### src/rtl/stopwatch_ctrl.sv
// stopwatch_ctrl: run-control FSM plus prescaler-gated 4-digit BCD up/down counter.
// Button levels are synchronised and edge-detected; clear outranks start_stop.
module stopwatch_ctrl #(
    parameter int unsigned TICK_DIV = 100_000_000
) (
    input  logic        clk,
    input  logic        rst,
    input  logic        start_stop,
    input  logic        clear,
    input  logic        dir,
    input  logic [15:0] preset,
    output logic [15:0] nums,
    output logic        running,
    output logic        done,
    output logic        tick
);
    localparam int unsigned PW = $clog2(TICK_DIV);
    localparam logic [PW-1:0] PMAX = PW'(TICK_DIV - 1);

    typedef enum logic [1:0] {
        ST_IDLE  = 2'd0,
        ST_RUN   = 2'd1,
        ST_PAUSE = 2'd2,
        ST_DONE  = 2'd3
    } state_t;

    state_t        state_r, state_nxt_s;
    logic [2:0]    ss_sync_r, clr_sync_r;
    logic          ss_edge_s, clr_edge_s;
    logic [PW-1:0] presc_r, presc_nxt_s;
    logic [15:0]   nums_r, nums_nxt_s, step_s;
    logic          dir_r, dir_nxt_s;
    logic          tick_r, tick_nxt_s;
    logic          running_r, done_r;
    logic          wrap_s, step_end_s;

    function automatic logic [15:0] clamp_bcd(input logic [15:0] v);
        logic [15:0] r;
        r = v;
        for (int i = 0; i < 4; i++) begin
            if (r[i*4 +: 4] > 4'd9) begin
                r[i*4 +: 4] = 4'd9;
            end else begin
                r[i*4 +: 4] = r[i*4 +: 4];
            end
        end
        return r;
    endfunction

    function automatic logic [15:0] bcd_inc(input logic [15:0] v);
        logic [15:0] r;
        logic        c;
        r = v;
        c = 1'b1;
        for (int i = 0; i < 4; i++) begin
            if (c && (r[i*4 +: 4] == 4'd9)) begin
                r[i*4 +: 4] = 4'd0;
            end else if (c) begin
                r[i*4 +: 4] = r[i*4 +: 4] + 4'd1;
                c = 1'b0;
            end else begin
                r[i*4 +: 4] = r[i*4 +: 4];
            end
        end
        return r;
    endfunction

    function automatic logic [15:0] bcd_dec(input logic [15:0] v);
        logic [15:0] r;
        logic        b;
        r = v;
        b = 1'b1;
        for (int i = 0; i < 4; i++) begin
            if (b && (r[i*4 +: 4] == 4'd0)) begin
                r[i*4 +: 4] = 4'd9;
            end else if (b) begin
                r[i*4 +: 4] = r[i*4 +: 4] - 4'd1;
                b = 1'b0;
            end else begin
                r[i*4 +: 4] = r[i*4 +: 4];
            end
        end
        return r;
    endfunction

    assign ss_edge_s  = ss_sync_r[1] & ~ss_sync_r[2];
    assign clr_edge_s = clr_sync_r[1] & ~clr_sync_r[2];
    assign wrap_s     = (presc_r == PMAX);
    assign step_s     = dir_r ? bcd_dec(nums_r) : bcd_inc(nums_r);
    assign step_end_s = dir_r ? (step_s == 16'h0000) : (step_s == 16'h9999);

    // Two-flop synchronisers followed by the edge-history flop.
    always_ff @(posedge clk or negedge rst) begin
        if (!rst) begin
            ss_sync_r  <= 3'b000;
            clr_sync_r <= 3'b000;
        end else begin
            ss_sync_r  <= {ss_sync_r[1:0], start_stop};
            clr_sync_r <= {clr_sync_r[1:0], clear};
        end
    end

    // State register.
    always_ff @(posedge clk or negedge rst) begin
        if (!rst) begin
            state_r <= ST_IDLE;
        end else begin
            state_r <= state_nxt_s;
        end
    end

    // Next-state logic; a start from IDLE with nothing left to count goes straight to DONE.
    always_comb begin
        state_nxt_s = state_r;
        case (state_r)
            ST_IDLE: begin
                if (clr_edge_s) begin
                    state_nxt_s = ST_IDLE;
                end else if (ss_edge_s) begin
                    state_nxt_s = (dir_r && (nums_r == 16'h0000)) ? ST_DONE : ST_RUN;
                end else begin
                    state_nxt_s = ST_IDLE;
                end
            end
            ST_RUN: begin
                if (clr_edge_s) begin
                    state_nxt_s = ST_IDLE;
                end else if (ss_edge_s) begin
                    state_nxt_s = ST_PAUSE;
                end else if (wrap_s && step_end_s) begin
                    state_nxt_s = ST_DONE;
                end else begin
                    state_nxt_s = ST_RUN;
                end
            end
            ST_PAUSE: begin
                if (clr_edge_s) begin
                    state_nxt_s = ST_IDLE;
                end else if (ss_edge_s) begin
                    state_nxt_s = ST_RUN;
                end else begin
                    state_nxt_s = ST_PAUSE;
                end
            end
            ST_DONE: begin
                if (clr_edge_s) begin
                    state_nxt_s = ST_IDLE;
                end else begin
                    state_nxt_s = ST_DONE;
                end
            end
            default: state_nxt_s = ST_IDLE;
        endcase
    end

    // Datapath next values: the prescaler only advances in RUN when no button edge is pending.
    always_comb begin
        presc_nxt_s = presc_r;
        nums_nxt_s  = nums_r;
        dir_nxt_s   = dir_r;
        tick_nxt_s  = 1'b0;
        case (state_r)
            ST_IDLE: begin
                nums_nxt_s  = dir ? clamp_bcd(preset) : 16'h0000;
                dir_nxt_s   = dir;
                presc_nxt_s = '0;
            end
            ST_RUN: begin
                if (clr_edge_s) begin
                    presc_nxt_s = '0;
                end else if (ss_edge_s) begin
                    presc_nxt_s = presc_r;
                end else if (wrap_s) begin
                    presc_nxt_s = '0;
                    tick_nxt_s  = 1'b1;
                    nums_nxt_s  = step_s;
                end else begin
                    presc_nxt_s = presc_r + PW'(1);
                end
            end
            ST_PAUSE, ST_DONE: begin
                if (clr_edge_s) begin
                    presc_nxt_s = '0;
                end else begin
                    presc_nxt_s = presc_r;
                end
            end
            default: presc_nxt_s = '0;
        endcase
    end

    // Datapath and status registers; status flags decode the current state register.
    always_ff @(posedge clk or negedge rst) begin
        if (!rst) begin
            presc_r   <= '0;
            nums_r    <= 16'h0000;
            dir_r     <= 1'b0;
            tick_r    <= 1'b0;
            running_r <= 1'b0;
            done_r    <= 1'b0;
        end else begin
            presc_r   <= presc_nxt_s;
            nums_r    <= nums_nxt_s;
            dir_r     <= dir_nxt_s;
            tick_r    <= tick_nxt_s;
            running_r <= (state_r == ST_RUN);
            done_r    <= (state_r == ST_DONE);
        end
    end

    assign nums    = nums_r;
    assign running = running_r;
    assign done    = done_r;
    assign tick    = tick_r;

endmodule

### config.mk
export PLATFORM = sky130hd
export DESIGN_NAME = stopwatch_ctrl
export DESIGN_NICKNAME = d
export VERILOG_FILES = /design/src/rtl/stopwatch_ctrl.sv
export SDC_FILE = /design/constraint.sdc
export NUM_CORES = 1
export LEC_CHECK = 0
export ABC_AREA = 0
export BUFFER_PORTS_ARGS = -buffer_cell sky130_fd_sc_hd__buf_2
export CAP_MARGIN = 20
export CELL_PAD_IN_SITES_DETAIL_PLACEMENT = 1
export CELL_PAD_IN_SITES_GLOBAL_PLACEMENT = 1
export CORE_MARGIN = 3
export CORE_UTILIZATION = 35
export CTS_BUF_LIST = sky130_fd_sc_hd__clkbuf_8
export DETAILED_ROUTE_END_ITERATION = 8
export PLACE_DENSITY = 0.66
export SYNTH_ARGS = -nofsm -noshare
export SYNTH_HDL_FRONTEND = slang
export SYNTH_SLANG_ARGS = --single-unit
export TNS_END_PERCENT = 50
### constraint.sdc
create_clock -name clk -period 3.95 [get_ports clk]
set_clock_uncertainty 0.05 [all_clocks]
set_input_delay 0.395 -clock clk [delete_from_list [all_inputs] [get_ports clk]]
set_output_delay 0.395 -clock clk [all_outputs]
set_load 0.01 [all_outputs]
==> results.md <==
* Clock sink count at 55
* Worst R2R End: state_r[1]
* Cells after Synth at 448
* Via count at 3559
* # DRC at 0
* Number of synthesized flops with an enable pin at 0
* Most common cell after layout, fill and taps aside: dfrtp_1
* Fraction of layout cells with a size suffix above 1 at 15.2%
* Synth Area in XOR/XNOR at 5.01%
* Slew Viols, Final at 0
* CP endpoint: state_r[1]
* First-pass GRT wire length at 19000 µm
* Slowest cell on crit path: dfrtp_1
* N_diodes at 0
* Final Cycle Share at 71.6%
* DP Area at 4140 µm²
* Critical path startpoint: nums[1]
* Compound-Gate Fraction of Synth Area at 18.5%
* Core Rows at 37
* FF+latch area at 1380 µm²
* Count of final setup violators at 0
* Synth-to-Final Area Change at 10.7%
* Req. time, crit path at around 4200 ps
* Worst-path clk slew at 110 ps
* Top FF cell, synth: dfrtp_1
* # H-tree levels at 2
* R2r startpoint: nums[1]
* Starting Density at approximately 37%
* Vias in the first global route at 3613
* Placed instance count at 603
* Max-cap violations at 0
* Main combinational cell family by area after synthesis: simple AND/OR/NAND/NOR gates
* Initial DRC Count at between 200 and 250
* RSZ-0062 raised after global routing: no
* Worst Setup Start Kind: flip-flop
* Syn Nets at 482
* Relative slew slack at a little over two fifths
* Sequential area share after synthesis at 35.8%
* Crit path DAT at 3030 ps
* Total negative slack at 0 ps
* Post-route insts no fill at 611
* Slowest stage delay, CP at 600 ps
* Pin count of the biggest net entering global routing at 36
* First-pass iteration count of the detailed router at 4
* Ys Warns at 0
* Worst-Skew Late Latency at around 330 ps
* Worst Path Max Fanout at 20
* Asr flop ratio synth at 100%
* Post-CTS Setup Repair Bufs at 0
* Core area at 10500 µm²
* Slew of the pin with the lowest slew margin at 854 ps
* Port buffer count at 39
* # hold bufs at CTS at 0
* CTS Buffer Depth at 2
* Worst r2r path cells at 6
* Die area at 12300 µm²
* Fin crit period at 2830 ps
* Fin nets at 508
* Post_cts resized at 0
* VDD IR max at 169 µV
* Routed length per instance at approximately 18 µm
* Worst reg2reg setup slack at 1120 ps
* RePlAce Congestion at 0.924
* I/O pins at 40
* Average size of a mapped cell at 8.58 µm²
* CTS tree: yes
* Root buffer cell: clkbuf_8
* Adder-cell area share of the yosys netlist at 4.23%
* Top cell type's share of synthesized area at 35.8%
* Fill cells at 1266
* Pleak at roughly 1.7 nW
* Grt ovf at 0
* Critical path class: reg2reg
* Synth Area in Simple Gates at between 20% and 30%
* Hold Path Class: in2async
* Area of the mapped netlist at 3840 µm²
* Fmax at 354 MHz
* Routed WL at 11100 µm
* GRT Total Usage at 18.7%
* Final Hold Fails at 0
* Crit path cell chain: nand4bb_2 > nor4_1 > mux2_2 > nor4_1 > a32oi_1 > o21ai_1
* Initial antenna violation count at 0
* Synth unique cells at 69
* CP most frequent cell: nor4_1
* Mux contribution to synthesized area at 1.76%
* Die width at 111 µm
* Top area cells in the synthesized netlist: dfrtp_1, nor2_1, ha_1, xor2_1, nand2_1
* Height of the die at between 100 and 150 µm
* P per Cell Area at approximately 470 nW/µm²
* Routed Antenna Nets at 0
* Drt via density at 5.82
* Status: complete, no violations
* Commonest cells after routing, fill and taps aside: dfrtp_1, nor2_1, buf_2
* Largest area contributor in the netlist: dfrtp_1
* Multi-input logic area at approximately 2300 µm²
* Hold slack at 113 ps
* DP Wirelength at between 8000 and 9000 µm
* TritonCTS Buffers at 5
* Synth Register Bits at 55
* Setup crit end kind: flip-flop
* Finished Cell Area at ~4300 µm²
metrics by stage:
stage                     worst slack (ps)  util, %  total power, mW
after floorplan                       1660        -             1.34
after global placement                1240     39.3             1.60
after detailed placement              1210     39.3             1.61
after CTS                             1180     40.5             2.03
after global routing                   983     40.5             2.18
final                                 1120     40.5             2.02
kinds of logic after synthesis:
| logic type | Yosys count |
|---|---|
| compound gates | 107 |
| flops | 55 |
| simple gates | 202 |
| fa+ha+maj | 13 |
| buf+inv | 45 |
| xor+xnor | 22 |
| mux | 4 |
layout make-up:
cell class | instances | area share, %
clock buffers | 6 | 1.94
clock inverters | 2 | 0.911
inverters | 19 | 1.68
multi-input cells | 348 | 53.5
flip-flops and latches | 55 | 32.3
well taps | 136 | 4.00
repair buffers | 45 | 5.64
worst min-delay path by stage:
stage                        startpoint       endpoint  slack [ps]  depth (start not counted)
after detailed placement   ss_sync_r[0]   ss_sync_r[1]         290                          0
after CTS                    start_stop   ss_sync_r[0]         110                          1
after global routing              clear  clr_sync_r[0]         100                          1
after global placement    clr_sync_r[0]  clr_sync_r[1]         290                          0
after floorplan                     rst  clr_sync_r[0]          50                          0
final                               rst     presc_r[4]         110                          1
critical path, delay by kind of cell (launching register included):
family	cells	cell delay (ps)
DFF	1	600
and+or+nand+nor	3	1460
muxes	1	420
AOI/OAI and AO/OA	2	230
cell usage after synthesis, types with 3 or more instances:
library cell   n
dfrtp_1       55
and3_1        10
ha_1          13
a32oi_1        4
o21ai_0       23
nor3b_1        6
o21ai_1        4
a211oi_1       9
inv_1         19
nor2_1        46
nor3_1        12
nand4b_1       3
nor2b_1        5
a221oi_1       3
xor2_1        16
nand4_1       14
o21a_1         3
nand2b_1      12
nand3_1       21
o22ai_1        5
and4_1         4
nand3b_1       4
buf_2          7
a21oi_1       22
clkbuf_1      16
or2_2          3
a2bb2oi_1      3
xnor2_1        6
nand2_1       35
nor4_1         6
a31oi_1        6
metal layers:
layer  routed length, µm  part of all wire, %  vias to the layer above  GRT usage [%]
met1                5450                   49                     1781           27.1
met2                4960                   45                       75           29.0
li1                    -                    -                     1691              -
met4                 165                  1.5                        0           4.52
met3                 510                  4.6                       12           3.22
met5                   0                    0                        -              0
flip-flops by register name, indices dropped and copies added (netlist names):
signal / flops
clr_sync_r: 3
dir_r: 1
done: 1
nums: 16
presc_r: 27
running: 1
ss_sync_r: 3
state_r: 2
tick: 1
power by group:
group / total, mW / internal, mW / switching [mW]
registers: 0.801 / 0.625 / 0.176
clock network: 0.413 / 0.209 / 0.204
logic: 0.805 / 0.327 / 0.478
(Power assumes the default switching activity.)
